### src/rtl/dmem_arbiter_pkg.sv
// dmem_arbiter_pkg: shared encodings for the data-memory arbiter
package dmem_arbiter_pkg;

    typedef enum logic [1:0] {
        IDLE    = 2'd0,
        ACCESS  = 2'd1,
        WAIT_RD = 2'd2,
        DONE    = 2'd3
    } state_t;

    typedef enum logic {
        OWN_A = 1'b0,
        OWN_B = 1'b1
    } owner_t;

    localparam int CNT_W = 3;

endpackage

### src/rtl/dmem_arbiter_rr_pick2.sv
// rr_pick2: two-way winner selection, prio breaks ties
module rr_pick2
    import dmem_arbiter_pkg::*;
(
    input  logic a_req,
    input  logic b_req,
    input  logic prio,
    output logic grant_valid,
    output logic grant_owner
);

    assign grant_valid = a_req | b_req;
    assign grant_owner = (a_req & b_req) ? prio : (b_req ? OWN_B : OWN_A);

endmodule

### src/rtl/dmem_arbiter.sv
// dmem_arbiter: serialises pipeline and debug accesses onto one memory bus
module dmem_arbiter
    import dmem_arbiter_pkg::*;
#(
    parameter int AW     = 32,
    parameter int DW     = 32,
    parameter int RD_LAT = 1
) (
    input  logic          clock,
    input  logic          resetn,
    input  logic          a_req,
    input  logic          a_we,
    input  logic [AW-1:0] a_addr,
    input  logic [DW-1:0] a_wdata,
    output logic          a_ack,
    output logic [DW-1:0] a_rdata,
    output logic          a_stall,
    input  logic          b_req,
    input  logic          b_we,
    input  logic [AW-1:0] b_addr,
    input  logic [DW-1:0] b_wdata,
    output logic          b_ack,
    output logic [DW-1:0] b_rdata,
    output logic          b_stall,
    output logic          mem_we,
    output logic [AW-1:0] mem_addr,
    output logic [DW-1:0] mem_wdata,
    input  logic [DW-1:0] mem_rdata,
    output logic          busy
);

    state_t           state;
    logic             prio;
    logic             owner;
    logic             we_q;
    logic [CNT_W-1:0] cnt;
    logic             grant_valid;
    logic             grant_owner;
    logic             g_we;
    logic [AW-1:0]    g_addr;
    logic [DW-1:0]    g_wdata;

    rr_pick2 u_pick (
        .a_req       (a_req),
        .b_req       (b_req),
        .prio        (prio),
        .grant_valid (grant_valid),
        .grant_owner (grant_owner)
    );

    assign g_we    = grant_owner ? b_we    : a_we;
    assign g_addr  = grant_owner ? b_addr  : a_addr;
    assign g_wdata = grant_owner ? b_wdata : a_wdata;
    assign a_stall = a_req & ~a_ack;
    assign b_stall = b_req & ~b_ack;
    assign busy    = state != IDLE;

    // Sequencer: grant, drive bus, wait out read latency, acknowledge owner
    always_ff @(posedge clock or negedge resetn) begin
        if (!resetn) begin
            state     <= IDLE;
            prio      <= OWN_A;
            owner     <= OWN_A;
            we_q      <= 1'b0;
            cnt       <= '0;
            mem_we    <= 1'b0;
            mem_addr  <= '0;
            mem_wdata <= '0;
            a_ack     <= 1'b0;
            b_ack     <= 1'b0;
            a_rdata   <= '0;
            b_rdata   <= '0;
        end else begin
            a_ack  <= 1'b0;
            b_ack  <= 1'b0;
            mem_we <= 1'b0;
            case (state)
                IDLE: if (grant_valid) begin
                    owner     <= grant_owner;
                    we_q      <= g_we;
                    mem_we    <= g_we;
                    mem_addr  <= g_addr;
                    mem_wdata <= g_wdata;
                    state     <= ACCESS;
                end
                ACCESS: begin
                    cnt   <= CNT_W'(RD_LAT);
                    state <= we_q ? DONE : WAIT_RD;
                    a_ack <= we_q && owner == OWN_A;
                    b_ack <= we_q && owner == OWN_B;
                end
                WAIT_RD: begin
                    cnt <= cnt - 1'b1;
                    if (cnt == CNT_W'(1)) begin
                        if (owner == OWN_B) b_rdata <= mem_rdata;
                        else a_rdata <= mem_rdata;
                        a_ack <= owner == OWN_A;
                        b_ack <= owner == OWN_B;
                        state <= DONE;
                    end
                end
                default: begin
                    prio  <= (owner == OWN_A) ? OWN_B : OWN_A;
                    state <= IDLE;
                end
            endcase
        end
    end

endmodule

### config.mk
export PLATFORM = sky130hd
export DESIGN_NAME = dmem_arbiter
export DESIGN_NICKNAME = d
export VERILOG_FILES = /design/src/rtl/dmem_arbiter_pkg.sv /design/src/rtl/dmem_arbiter_rr_pick2.sv /design/src/rtl/dmem_arbiter.sv
export SDC_FILE = /design/constraint.sdc
export NUM_CORES = 1
export LEC_CHECK = 0
export CAP_MARGIN = 20
export CORE_MARGIN = 10
export CORE_UTILIZATION = 41
export DETAILED_ROUTE_END_ITERATION = 10
export PLACE_DENSITY = 0.79
export SYNTH_ARGS = -nofsm -noshare
export SYNTH_HDL_FRONTEND = slang
export SYNTH_SLANG_ARGS = --single-unit
export TNS_END_PERCENT = 30
### constraint.sdc
create_clock -name clock -period 2.45 [get_ports clock]
set_input_delay 0.49 -clock clock [delete_from_list [all_inputs] [get_ports clock]]
set_output_delay 0.49 -clock clock [all_outputs]
set_load 0.03 [all_outputs]
==> results.yml, run 1 <==
global_route:
  grt_util_all_layers: 0.223
  grt_first_pass_wirelength_um: 35400
  overflow: 0
  grt_start_max_net_pins: 67
  grt_antenna_before_repair: 1
  first_global_vias: 5986
drt:
  ant_nets: 0
  drt-initial-drc-count: 381
  wl_per_cell_um: 22.4
  drc: 0
  via_per_inst: 5.49
  routed_wl_um: 23200
  dr_total_vias: 5700
  firstDrtPassIters: 5
timing:
  rsz0062_at_grt: "false"
  worst_slew_pin_slew_ns: 0.706
  min_period_ns: 2.18
  hold_slack_ns: 0.0539
  setup-tns-final_ns: 0
  finClkSkew_ns: 0.00655
  setup_viol: 0
  worst_slack_ns: 0.273
  drv_slew: 0
  relSlewSlack: 0.529
  fin_crit_sh: 0.888
  fmax_mhz: 459
  hold_viol: 0
place:
  port_buffers: 299
  hpwl_um: 16700
  gp_congestion: 0.861
  postPlaceCellArea_mm2: 0.00940
  dp_slack_ns: 0.292
  dp_cells: 1005
clock_tree:
  cts_tree: "built"
  cts_resized: 1
  path_clk_slew_ns: 0.06
  clockBufferDepth: 2
  cts_buffers: 17
  post-cts-setup-buffers: 0
  clkLatencyLatePin_ns: 0.42
  holdBufCountCts: 0
  cts_num_sinks: 139
  cts-root-buf: "clkbuf_16"
  htreeDepth: 4
logic_synthesis:
  yosysUniqueCellTypes: 33
  synth_fp_nets: 729
  postSynthCellCount: 557
  avgSynthCellArea_um2: 11.2
  yosysWarnings: 0
  netlist_area_mm2: 0.00623
  synth_edf_count: 0
  ys_ff_latch: 139
  async_reset_ff_frac: 1.00
  ys_seq_area_frac: 0.559
  synthFlopType: "dfrtp_1"
floorplanning:
  dieHeight_um: 143
  die-area_mm2: 0.0205
  rows: 44
  ios: 300
  initial_utilization: 0.424
  fp.dieW_um: 143
  coreArea_mm2: 0.0147
critical_path:
  crit_family: "buffers and inverters"
  crit_type: "reg2out"
  crit_path_max_incr_delay_ns: 0.41
  crit_chain: "inv_1 -> ha_1 -> inv_1 -> dlygate4sd2_1"
  cp_data_required_time_ns: 1.96
  critPathMaxFanout: 6
  critPathLaunchType: "flop"
  crit_path_top_delay_cell: "dfrtp_1"
  crit_buf_inv: 3
  endpoint_kind: "output port"
  crit_path_frequent_cell: "inv_1"
  arrival_ns: 1.69
power_and_ir_drop:
  p_sw_frac: 0.418
  finalPower_mw: 15.0
  p_seq_frac: 0.276
  pwr-share-comb: 0.544
  intPower_mw: 8.75
  ir_drop_mv: 1.25
  powerDensity_mw_per_mm2: 1500
  net-switching-power_mw: 6.30
  p_leak_nw: 4.09
  clkPwrFrac: 0.180
flow_run:
  drv_cap: 0
finish:
  syn_to_final_growth_pct: 61.0
  fin_util: 0.682
  multi_input_area_mm2: 0.00244
  n_fill_cell: 1082
  fin_cells: 1038
  drive_gt1_frac: 0.145
  seq_area_mm2: 0.00348
  layout.nets: 1012
  fin_area_mm2: 0.0100
run_status:
  outcome: "completed"
min_path:
  hp-class: "in2async"
## layer usage
metal,part of all wire,vias to the layer above,global-route usage
met2,0.53,262,0.387
met3,0.089,48,0.0706
met5,0,-,0
met1,0.36,2830,0.248
met4,0.028,0,0.0919
li1,-,2560,-
## Yosys cell counts (2+ instances only)
cell      count  area share
a21oi_1      66       0.053
o21a_1        2      0.0024
dfrtp_1     139        0.56
buf_12        3      0.0096
o21ai_1      12      0.0096
mux2_4       30       0.072
nand3_1       2      0.0016
clkbuf_1     21       0.013
buf_6         4      0.0072
a31oi_1      65       0.065
nand3b_1      2      0.0024
buf_2        18       0.014
ha_1          6       0.012
nor2b_1       2      0.0020
inv_1         7      0.0042
nor2_1       68       0.041
buf_1         4      0.0024
nand2b_1      2      0.0020
o21ai_0      56       0.045
mux2_2       34       0.061
mux2_1        2      0.0036
## layout make-up
type                    instances  area share
flip-flops and latches        139       0.347
repair buffers                315       0.321
multi-input cells             359       0.244
clock buffers                  18      0.0438
well taps                     184      0.0230
clock inverters                14      0.0182
inverters                       8     0.00300
diodes                          1    0.000250
## sequential cells by signal, indices dropped and copies added, names as in the netlist
register / count
a_ack: 1
a_rdata: 32
b_ack: 1
b_rdata: 32
cnt: 3
mem_addr: 32
mem_wdata: 32
mem_we: 1
owner: 1
prio: 1
state: 2
we_q: 1
## placed cells by master, fill, tap and decap left out, drive strengths merged, types with 3 or more instances in the layout
cell,netlist,final
mux2,66,66
inv,8,14
a31oi,65,65
nor2,68,68
nor2b,3,3
a21oi,66,66
clkdlybuf4s50,0,294
ha,6,6
buf,30,20
clkinv,0,3
dfrtp,139,139
clkbuf,21,18
o21ai,68,68
bufinv,0,3
## power by group through the flow
stage	logic (mW)	clock network [mW]	registers (mW)
finish	8.19	2.70	4.15
global route	8.63	2.86	4.29
CTS	8.26	2.74	4.15
detailed placement	8.22	0	4.16
global placement	8.07	0	4.08
floorplan	2.68	0	6.24
## worst paths after layout
kind	cells past startpoint	slack, ns	startpoint	endpoint
hold / removal	1	0.05	resetn	mem_wdata[28]
setup / recovery	4	0.27	state[0]	busy
max in group asynchronous	2	1.75	resetn	mem_addr[7]
hold reg to reg	1	0.51	b_rdata[19]	b_rdata[19]
setup reg to reg	6	0.36	state[0]	a_rdata[29]
min in group clock	1	0.51	b_rdata[19]	b_rdata[19]
## logic make-up (layout without fill, tap and decap cells)
group,Yosys count,after routing,share of synthesized area
AO/OA/AOI/OAI,205,205,0.181
adder cells (fa/ha/maj),6,6,0.0121
buffers and inverters,59,355,0.0525
flip-flops,139,139,0.559
multiplexers,67,67,0.139
other,0,1,0
AND/OR/NAND/NOR,81,81,0.0569
No activity file was read; power rests on OpenSTA's default activity.
==> inputs of run 2 (changes only) <==
--- a/config.mk
+++ b/config.mk
@@ -8,2 +8,3 @@
 export CAP_MARGIN = 20
+export CORE_ASPECT_RATIO = 0.7
 export CORE_MARGIN = 10
==> constraint.sdc (replaced) <==
create_clock -name clock -period 2.45 [get_ports clock]
set_input_delay 0.245 -clock clock [delete_from_list [all_inputs] [get_ports clock]]
set_output_delay 0.245 -clock clock [all_outputs]
set_load 0.03 [all_outputs]
==> results.yml, run 2 (synthesis gave the netlist of run 1 again) <==
timing:
  worst_slew_pin_slew_ns: 0.666
  setup-tns-final_ns: 0
  finClkSkew_ns: 0.0121
  hold_viol: 0
  relSlewSlack: 0.556
  fmax_mhz: 452
  rsz0062_at_grt: "false"
  fin_crit_sh: 0.902
  drv_slew: 0
  setup_viol: 0
  min_period_ns: 2.21
floorplanning:
  ios: 300
  rows: 37
  dieHeight_um: 123
  die-area_mm2: 0.0206
  initial_utilization: 0.422
  coreArea_mm2: 0.0148
  fp.dieW_um: 167
finish:
  drive_gt1_frac: 0.140
  fin_util: 0.674
  n_antenna_cell: 0
  syn_to_final_growth_pct: 59.9
  final_common_cell: "clkdlybuf4s50_1"
  fin_cells: 1047
  layout.nets: 1011
  final_cell_mix: "clkdlybuf4s50_1 (297), dfrtp_1 (139), nor2_1 (68), a21oi_1 (66), a31oi_1 (65)"
  n_fill_cell: 1098
critical_path:
  critPathLaunchType: "flop"
  crit_buf_inv: 3
  crit_family: "buffers and inverters"
  crit_type: "reg2out"
  crit_chain: "inv_1 -> ha_1 -> inv_1 -> clkdlybuf4s50_1"
  critPathMaxFanout: 6
  cp_data_required_time_ns: 2.20
  crit_path_max_incr_delay_ns: 0.69
  endpoint_kind: "output port"
  crit_path_top_delay_cell: "clkdlybuf4s50_1"
  crit_path_frequent_cell: "inv_1"
  arrival_ns: 1.97
drt:
  via_per_inst: 5.34
  ant_nets: 0
  firstDrtPassIters: 5
  wl_per_cell_um: 21.6
  dr_total_vias: 5591
  drc: 0
  drt-initial-drc-count: 458
  routed_wl_um: 22600
place:
  dp_cells: 1014
  port_buffers: 299
  hpwl_um: 16600
  gp_congestion: 0.885
clock_tree:
  cts_num_sinks: 139
  holdBufCountCts: 1
  path_clk_slew_ns: 0.07
  cts_buffers: 17
  cts_tree: "built"
  clockBufferDepth: 2
  clkLatencyLatePin_ns: 0.41
  cts_resized: 0
  post-cts-setup-buffers: 0
  cts-root-buf: "clkbuf_16"
  htreeDepth: 4
power_and_ir_drop:
  ir_drop_mv: 0.848
  p_leak_nw: 4.05
  powerDensity_mw_per_mm2: 1490
global_route:
  grt_first_pass_wirelength_um: 34200
  grt_util_all_layers: 0.206
  first_global_vias: 5748
  grt_start_max_net_pins: 67
  overflow: 0
  grt_antenna_before_repair: 0
run_status:
  outcome: "completed"
flow_run:
  drv_cap: 0
min_path:
  hp-class: "in2async"
[run 2: cell types whose count changed in the layout (fill, tap and decap cells not counted), sizes merged]
| cell | previous run | this run |
|---|---|---|
| buf | 20 | 16 |
| clkdlybuf4s50 | 294 | 297 |
| bufinv | 3 | 2 |
| clkinvlp | 2 | 3 |
| diode | 1 | 0 |
| dlygate4sd2 | 1 | 0 |
| dlygate4sd3 | 0 | 1 |
[run 2: worst register-to-register path: cells and delay by family (launching register included)]
family	cells	cell delay, ns
DFF	1	0.41
muxes	1	0.39
adders and majority gates	1	0.27
and+or+nand+nor	2	0.42
buffers and inverters	2	0.36
[run 2: final timing paths]
kind / startpoint / to / slack (ns) / cells past startpoint
worst min-delay path: resetn / a_rdata[27] / 0.35 / 2
max in group asynchronous: resetn / we_q / 1.35 / 3
worst min register to register: b_rdata[19] / b_rdata[19] / 0.49 / 1
worst max-delay path: state[0] / busy / 0.24 / 4
min in group clock: a_wdata[11] / mem_wdata[11] / 0.39 / 3
worst max register to register: state[0] / a_rdata[28] / 0.49 / 6
[run 2: report_power, final]
| part | leakage, nW | switching [mW] | internal (mW) |
|---|---|---|---|
| Sequential | 1.60 | 0.671 | 3.47 |
| Combinational | 2.17 | 4.52 | 3.58 |
| Clock | 0.282 | 1.07 | 1.53 |
[run 2: through the flow]
stage / power (mW) / setup WS [ns] / hold WS [ns] / cell area (um^2)
after floorplan: 8.92 / 0.724 / -0.0506 / 6230
after global placement: 12.1 / 0.412 / 0.223 / 9350
after detailed placement: 12.3 / 0.386 / 0.230 / 9350
after CTS: 15.0 / 0.215 / 0.377 / 9950
after global routing: 15.6 / 0.132 / 0.390 / 9950
final: 14.8 / 0.239 / 0.355 / 9950
[run 2: cell type report]
class	count	area, um^2	area share
Timing Repair Buffer	314	3170	0.318
Sequential cell	139	3480	0.349
Clock inverter	14	163	0.0163
Inverter	8	30.0	0.00302
Clock buffer	18	429	0.0431
Tap cell	195	244	0.0245
Multi-Input combinational cell	359	2440	0.245
[run 2: metal layers]
metal | vias to the layer above | track usage | part of all wire
met1 | 2769 | 0.249 | 0.40
met2 | 236 | 0.361 | 0.51
met5 | - | 0 | 0
li1 | 2555 | - | -
met3 | 31 | 0.0517 | 0.071
met4 | 0 | 0.0591 | 0.018
